==> config.mk <==
export PLATFORM = sky130hd
export DESIGN_NAME = fifo_rr_arbiter_flat
export DESIGN_NICKNAME = d
export VERILOG_FILES = /design/src/rtl/fifo_rr_arbiter_if.sv /design/src/rtl/fifo_rr_arbiter.sv /design/src/flat_wrapper.sv
export SDC_FILE = /design/constraint.sdc
export NUM_CORES = 1
export LEC_CHECK = 0
export ABC_AREA = 1
export ABC_CLOCK_PERIOD_IN_PS = 3300
export CORE_AREA = 10 10 108 129
export CTS_BUF_LIST = sky130_fd_sc_hd__clkbuf_16
export CTS_CLUSTER_DIAMETER = 50
export DETAILED_ROUTE_END_ITERATION = 8
export DIE_AREA = 0 0 118 139
export PLACE_DENSITY = 0.9
export REMOVE_ABC_BUFFERS = 1
export SETUP_SLACK_MARGIN = 0.1
export SYNTH_ARGS = -nofsm -noshare
export SYNTH_HDL_FRONTEND = slang
export SYNTH_SLANG_ARGS = --single-unit
==> constraint.sdc <==
create_clock -name CLK -period 3.3 [get_ports CLK]
set_input_delay 0.495 -clock CLK [delete_from_list [all_inputs] [get_ports CLK]]
set_output_delay 0.495 -clock CLK [all_outputs]
set_load 0.02 [all_outputs]
==> src/rtl/fifo_rr_arbiter_if.sv <==
// Signal bundle between fifo_rr_arbiter, the FIFO read ports it drains, and
// the downstream consumer of the merged stream.
interface fifo_rr_arbiter_if #(
    parameter int WIDTH  = 32,
    parameter int NUM_CH = 4,
    parameter int CH_LOG = $clog2(NUM_CH)
);
    logic [NUM_CH-1:0]       CH_EMPTY;
    logic [NUM_CH-1:0]       CH_RD_EN;
    logic [NUM_CH*WIDTH-1:0] CH_RD_DATA;
    logic [NUM_CH-1:0]       CH_RD_VALID;
    logic [WIDTH-1:0]        OUT_DATA;
    logic [CH_LOG-1:0]       OUT_CH;
    logic                    OUT_VALID;
    logic                    OUT_READY;
    logic                    BUSY;

    // Arbiter side.
    modport master (
        input  CH_EMPTY, CH_RD_DATA, CH_RD_VALID, OUT_READY,
        output CH_RD_EN, OUT_DATA, OUT_CH, OUT_VALID, BUSY
    );

    // FIFO / consumer side.
    modport slave (
        output CH_EMPTY, CH_RD_DATA, CH_RD_VALID, OUT_READY,
        input  CH_RD_EN, OUT_DATA, OUT_CH, OUT_VALID, BUSY
    );
endinterface

==> src/rtl/fifo_rr_arbiter.sv <==
// Round-robin burst arbiter over NUM_CH standard-mode FIFO read ports.
// A channel is granted for up to MAX_BURST reads; returned words are merged
// into a 2-entry output buffer tagged with their source channel. Reads are
// throttled so buffered plus in-flight words never exceed the buffer depth.
module fifo_rr_arbiter #(
    parameter int WIDTH     = 32,
    parameter int NUM_CH    = 4,
    parameter int MAX_BURST = 8,
    parameter int CH_LOG    = $clog2(NUM_CH)
) (
    input  logic              CLK,
    input  logic              RST,
    fifo_rr_arbiter_if.master bus
);
    localparam int CNT_W = $clog2(MAX_BURST + 1);

    typedef enum logic [1:0] {
        IDLE  = 2'd0,
        BURST = 2'd1,
        DRAIN = 2'd2
    } state_t;

    state_t            state;
    logic [CH_LOG-1:0] ptr;
    logic [CH_LOG-1:0] g;
    logic [CNT_W-1:0]  burst_cnt;
    logic              inflight;

    logic [1:0]        occ;
    logic [WIDTH-1:0]  head_data;
    logic [CH_LOG-1:0] head_ch;
    logic [WIDTH-1:0]  tail_data;
    logic [CH_LOG-1:0] tail_ch;

    logic [WIDTH-1:0]  ch_word [NUM_CH];
    logic [NUM_CH-1:0] rd_en;
    logic [CH_LOG-1:0] cand;
    logic [CH_LOG-1:0] next_ch;
    logic [CH_LOG-1:0] next_ptr;
    logic [2:0]        load;
    logic              found;
    logic              g_empty;
    logic              pop;
    logic              push;
    logic              issue;

    for (genvar k = 0; k < NUM_CH; k++) begin : g_unpack
        assign ch_word[k] = bus.CH_RD_DATA[k*WIDTH +: WIDTH];
    end

    assign g_empty  = bus.CH_EMPTY[g];
    assign pop      = (occ != 2'd0) && bus.OUT_READY;
    assign push     = inflight && bus.CH_RD_VALID[g];
    assign load     = {1'b0, occ} + {2'b00, inflight};
    // A new read is allowed only if, after this cycle's pop, at most one slot
    // is spoken for; the word it returns then always has room.
    assign issue    = (state == BURST) && !g_empty && (load <= 3'd1 + {2'b00, pop});
    assign next_ptr = (g == CH_LOG'(NUM_CH - 1)) ? '0 : g + 1'b1;

    // Rotating search for the first non-empty channel starting at ptr.
    always_comb begin
        // NOTE: every variable gets a default before any conditional update,
        // otherwise an unassigned path turns it into a latch.
        found   = 1'b0;
        next_ch = ptr;
        cand    = '0;
        for (int i = 0; i < NUM_CH; i++) begin
            cand = CH_LOG'((int'(ptr) + i) % NUM_CH);
            if (!found && !bus.CH_EMPTY[cand]) begin
                found   = 1'b1;
                next_ch = cand;
            end
        end
    end

    // Read enable goes only to the granted channel.
    always_comb begin
        rd_en = '0;
        if (issue) rd_en[g] = 1'b1;
    end

    // Grant FSM: pick a channel, read up to MAX_BURST words, wait out the last read.
    always_ff @(posedge CLK or posedge RST) begin
        // NOTE: state registers use non-blocking assignments so every flop
        // samples pre-edge values regardless of block ordering.
        if (RST) begin
            state     <= IDLE;
            ptr       <= '0;
            g         <= '0;
            burst_cnt <= '0;
        end else begin
            case (state)
                IDLE: begin
                    if (found) begin
                        g         <= next_ch;
                        burst_cnt <= '0;
                        state     <= BURST;
                    end
                end
                BURST: begin
                    if (issue) begin
                        burst_cnt <= burst_cnt + 1'b1;
                        if (burst_cnt == CNT_W'(MAX_BURST - 1)) state <= DRAIN;
                    end else if (g_empty) begin
                        state <= DRAIN;
                    end
                end
                DRAIN: begin
                    if (!inflight) begin
                        ptr   <= next_ptr;
                        state <= IDLE;
                    end
                end
                default: state <= IDLE;
            endcase
        end
    end

    // A read issued last cycle is in flight for exactly one cycle, data or not.
    always_ff @(posedge CLK or posedge RST) begin
        if (RST) inflight <= 1'b0;
        else     inflight <= issue;
    end

    // Two-entry output FIFO; head drives OUT_DATA/OUT_CH directly.
    always_ff @(posedge CLK or posedge RST) begin
        // NOTE: the buffer entries are reset too, since the head is a visible
        // output that must read zero while RST is high.
        if (RST) begin
            occ       <= 2'd0;
            head_data <= '0;
            head_ch   <= '0;
            tail_data <= '0;
            tail_ch   <= '0;
        end else begin
            case ({push, pop})
                2'b10: begin
                    if (occ == 2'd0) begin
                        head_data <= ch_word[g];
                        head_ch   <= g;
                    end else begin
                        tail_data <= ch_word[g];
                        tail_ch   <= g;
                    end
                    occ <= occ + 2'd1;
                end
                2'b01: begin
                    head_data <= tail_data;
                    head_ch   <= tail_ch;
                    occ       <= occ - 2'd1;
                end
                2'b11: begin
                    if (occ == 2'd1) begin
                        head_data <= ch_word[g];
                        head_ch   <= g;
                    end else begin
                        head_data <= tail_data;
                        head_ch   <= tail_ch;
                        tail_data <= ch_word[g];
                        tail_ch   <= g;
                    end
                end
                default: ;
            endcase
        end
    end

    assign bus.CH_RD_EN  = rd_en;
    assign bus.OUT_DATA  = head_data;
    assign bus.OUT_CH    = head_ch;
    assign bus.OUT_VALID = (occ != 2'd0);
    assign bus.BUSY      = (state != IDLE);
endmodule
==> src/flat_wrapper.sv <==
// flat-port wrapper written by rule: the top's interface ports become plain ports
module fifo_rr_arbiter_flat 
#(
    parameter int WIDTH     = 32,
    parameter int NUM_CH    = 4,
    parameter int MAX_BURST = 8,
    parameter int CH_LOG    = $clog2(NUM_CH)
)
  (CLK, RST, bus_CH_EMPTY, bus_CH_RD_DATA, bus_CH_RD_VALID, bus_OUT_READY, bus_CH_RD_EN, bus_OUT_DATA, bus_OUT_CH, bus_OUT_VALID, bus_BUSY);
  fifo_rr_arbiter_if #(.WIDTH(WIDTH), .NUM_CH(NUM_CH), .CH_LOG(CH_LOG)) bus_i ();
  input  logic CLK;
  input  logic RST;
  input wire logic [$bits(bus_i.CH_EMPTY)-1:0] bus_CH_EMPTY;
  input wire logic [$bits(bus_i.CH_RD_DATA)-1:0] bus_CH_RD_DATA;
  input wire logic [$bits(bus_i.CH_RD_VALID)-1:0] bus_CH_RD_VALID;
  input wire logic [$bits(bus_i.OUT_READY)-1:0] bus_OUT_READY;
  output wire logic [$bits(bus_i.CH_RD_EN)-1:0] bus_CH_RD_EN;
  output wire logic [$bits(bus_i.OUT_DATA)-1:0] bus_OUT_DATA;
  output wire logic [$bits(bus_i.OUT_CH)-1:0] bus_OUT_CH;
  output wire logic [$bits(bus_i.OUT_VALID)-1:0] bus_OUT_VALID;
  output wire logic [$bits(bus_i.BUSY)-1:0] bus_BUSY;
  assign bus_i.CH_EMPTY = bus_CH_EMPTY;
  assign bus_i.CH_RD_DATA = bus_CH_RD_DATA;
  assign bus_i.CH_RD_VALID = bus_CH_RD_VALID;
  assign bus_i.OUT_READY = bus_OUT_READY;
  assign bus_CH_RD_EN = bus_i.CH_RD_EN;
  assign bus_OUT_DATA = bus_i.OUT_DATA;
  assign bus_OUT_CH = bus_i.OUT_CH;
  assign bus_OUT_VALID = bus_i.OUT_VALID;
  assign bus_BUSY = bus_i.BUSY;
  fifo_rr_arbiter #(.WIDTH(WIDTH), .NUM_CH(NUM_CH), .MAX_BURST(MAX_BURST), .CH_LOG(CH_LOG)) u_core (.CLK(CLK), .RST(RST), .bus(bus_i));
endmodule
==> out/qor.txt <==
Share of layout cells above drive strength 1 -> 0.05593
Post-synth top area share -> 0.3966
Post-synth cell types -> 27
Port bufs -> 178
Number of synthesized flops with an enable pin -> 0
Worst path most repeated cell -> inv_1
Count leader, synth -> nand2_1
Primary FF master, synth -> dfrtp_1
Clock Path Buffers -> 2
Final period demand of the worst path -> 3.021 ns
Setup slack, reg-to-reg -> 0.74 ns
Slew headroom -> 0.5551
Core area -> 11410 µm²
Pwr per Cell Area -> 887.0 nW/µm²
Mean routed wirelength per cell -> 14.76 µm
CTS tree -> yes
Pre-antenna DRT Iters -> 5
# IOs -> 179
Max Slew Vio Count -> 0
Worst-Skew Late Latency -> 0.33 ns
Finished Layout Cells -> 1051
Register area share after synthesis -> 0.3966
Congestion Overflow GR -> 0
Final ANT Viol Nets -> 0
Post-synth ARST share -> 1.000
Crit. End Element -> output port
Setup ws final -> 0.2788 ns
Vias -> 5246
Clock Tree Root -> clkbuf_16
CP required -> 2.80 ns
Final Hold Fails -> 0
Max Cap Viol -> 0
Critical path class -> register to output port
RR Endpoint -> u_core.bus.OUT_DATA[8]
RSZ-0062 raised after global routing -> false
Worst Skew -> 0.005782 ns
Vias in the first global route -> 5107
Antenna violations before repair -> 0
Leading area contributor after synthesis -> dfrtp_1
DRT Wirelength -> 15510 µm
CP Launch Point -> u_core.occ[0]
Syn Std Cell Area -> 5111 µm²
Slowest Stage Delay on Critical Path -> 0.52 ns
Overall Global Routing Usage -> 0.1827
Area occupied by multi-input gates -> 2574 µm²
R2R Path Start -> u_core.g[0]
Seq cells post-synth -> 81
Fill cell count -> 1009
Initial Util -> 0.4481
Post-Place Cells -> 1034
Nets -> 1039
Clock Pin Slew Worst Setup and Hold Paths -> 0.06 ns
First-pass GRT wire length -> 25010 µm
Die footprint -> 16400 µm²
P&R area growth vs syn -> 41.22%
Die X-Extent -> 118 µm
Setup tns final -> 0 ns
Class of the worst hold path -> register to register
Outcome -> completed
Worst Max-Slew Pin Slew -> 0.6674 ns
DR DRC count -> 0
Iter 0 DRT Violations -> 335
Largest net degree at the start of global routing -> 64
DP Wirelength -> 11290 µm
Crit path cell chain -> inv_1, ha_4, inv_1, nand2_1, inv_1, fa_1, inv_1, nand3b_1, a32oi_1, nor2_1, inv_2, nor2_1, buf_4
Vias per inst -> 4.991
Tcrit/Tclk final -> 0.9155
Endpoints failing setup -> 0
Antenna diodes -> 0
RePlAce Congestion -> 0.8564
Num CTS Buffers -> 9
Sequential cell area -> 2028 µm²
Post-place setup slack -> -0.03596 ns
Worst-path maximum fanout -> 5
Worst setup path end -> bus_CH_RD_EN[0]
Top cells by count, synth -> nand2_1, dfrtp_1, inv_1
Final Util -> 0.6328
Area contributors post-synth -> dfrtp_1, nand2_1, a32o_1
Site Rows -> 43
WP data arrival -> 2.53 ns
Synth warn -> 0
Pleak -> 3.486 nW
Slowest CP cell -> fa_1
VDD IR max -> 0.5355 mV
Max Clk Rate -> 331.0 MHz
# clock sinks -> 81
Avg Cell Area, Syn -> 6.973 µm²
Cells on Worst Hold Path -> 2
Die span in y -> 139 µm
H-tree depth -> 3
FF-to-FF path depth -> 12
Startpoint types -> register
Mapped Cells -> 733
==> worst max-delay path, delay by kind of cell, from the launching register on <==
family / cells / cell delay [ns]
AO/OA/AOI/OAI: 1 / 0.08
adder cells (fa/ha/maj): 2 / 0.67
flip-flops: 1 / 0.42
buffers and inverters: 6 / 0.57
AND/OR/NAND/NOR: 4 / 0.46
==> through the flow <==
step / hold slack, ns / cell area [µm²] / total power [W]
4_1_cts: 0.4813 / 7221 / 0.006425
5_1_grt: 0.5012 / 7218 / 0.006965
3_5_place_dp: 0.4636 / 6912 / 0.005397
3_3_place_gp: 0.4612 / 6912 / 0.005289
6_report: 0.4789 / 7218 / 0.006402
2_1_floorplan: 0.4530 / 4838 / 0.004065
==> logic make-up after synthesis <==
kind of cell | count (synthesis) | synth area share
AOI/OAI and AO/OA | 113 | 0.1427
xor gates and xnor gates | 2 | 0.003428
adders and majority gates | 11 | 0.02840
buffers and inverters | 109 | 0.1023
DFF | 81 | 0.3966
and+or+nand+nor | 417 | 0.3266
==> placed cells by master (no fill, tap or decap), types with 2 or more instances in the layout <==
cell / count
a21oi_1: 37
a32o_1: 32
buf_12: 2
buf_2: 2
buf_4: 10
clkbuf_16: 9
clkdlybuf4s50_1: 174
clkinv_2: 2
clkinvlp_4: 2
dfrtp_1: 80
ha_1: 9
inv_1: 56
inv_2: 8
inv_6: 3
nand2_1: 333
nand2_2: 7
nand3_1: 52
nand4_1: 2
nor2_1: 19
o21ai_0: 22
o21ai_1: 21
xor2_1: 2
==> layer usage <==
metal | GRT usage | wire length (µm) | up-vias
met4 | 0.04628 | 185 | 0
met1 | 0.2068 | 6463 | 2419
met3 | 0.03585 | 705 | 12
li1 | - | - | 2665
met2 | 0.3402 | 8156 | 150
met5 | 0 | 0 | -
==> worst min-delay path by stage <==
| stage | startpoint | endpoint | slack (ns) |
|---|---|---|---|
| floorplan | u_core.tail_data[16] | u_core.tail_data[16] | 0.45 |
| global placement | u_core.bus.OUT_DATA[19] | u_core.bus.OUT_DATA[19] | 0.46 |
| detailed placement | u_core.bus.OUT_DATA[26] | u_core.bus.OUT_DATA[26] | 0.46 |
| CTS | u_core.bus.OUT_DATA[13] | u_core.bus.OUT_DATA[13] | 0.48 |
| global route | u_core.bus.OUT_DATA[15] | u_core.bus.OUT_DATA[15] | 0.50 |
| finish | u_core.bus.OUT_DATA[26] | u_core.bus.OUT_DATA[26] | 0.48 |
==> where the power goes <==
part           internal, W  switching, W  leakage (nW)  total [W]
Combinational      0.00148       0.00214          2.33    0.00362
Sequential         0.00145      0.000320          1.01    0.00177
Clock             0.000593      0.000420         0.143    0.00101
==> cell type report <==
type                       instances  area share
timing repair buffer             188      0.2586
multi-input combinational        543      0.3566
clock inverter                     7     0.01057
tap                              157     0.02721
inverter                          66     0.03484
sequential                        81      0.2810
clock buffer                       9     0.03120
==> registers in the layout (all words and copies together) (netlist names) <==
name and cells:
u_core.burst_cnt 4, u_core.inflight 1, u_core.bus.OUT_DATA 32, u_core.tail_data 32, u_core.bus.OUT_CH 2, u_core.state 2
u_core.g 2, u_core.occ 2, u_core.tail_ch 2, u_core.ptr 2
==> timing repair <==
| action | CTS | global route |
|---|---|---|
| buffers inserted | 0 | 1 |
| pin swaps | 0 | 1 |
| hold buffers | 0 | 0 |
| resized for setup | 14 | 8 |
| endpoints found under the setup margin | 4 | 4 |
Power figures use the tool's default switching activity.
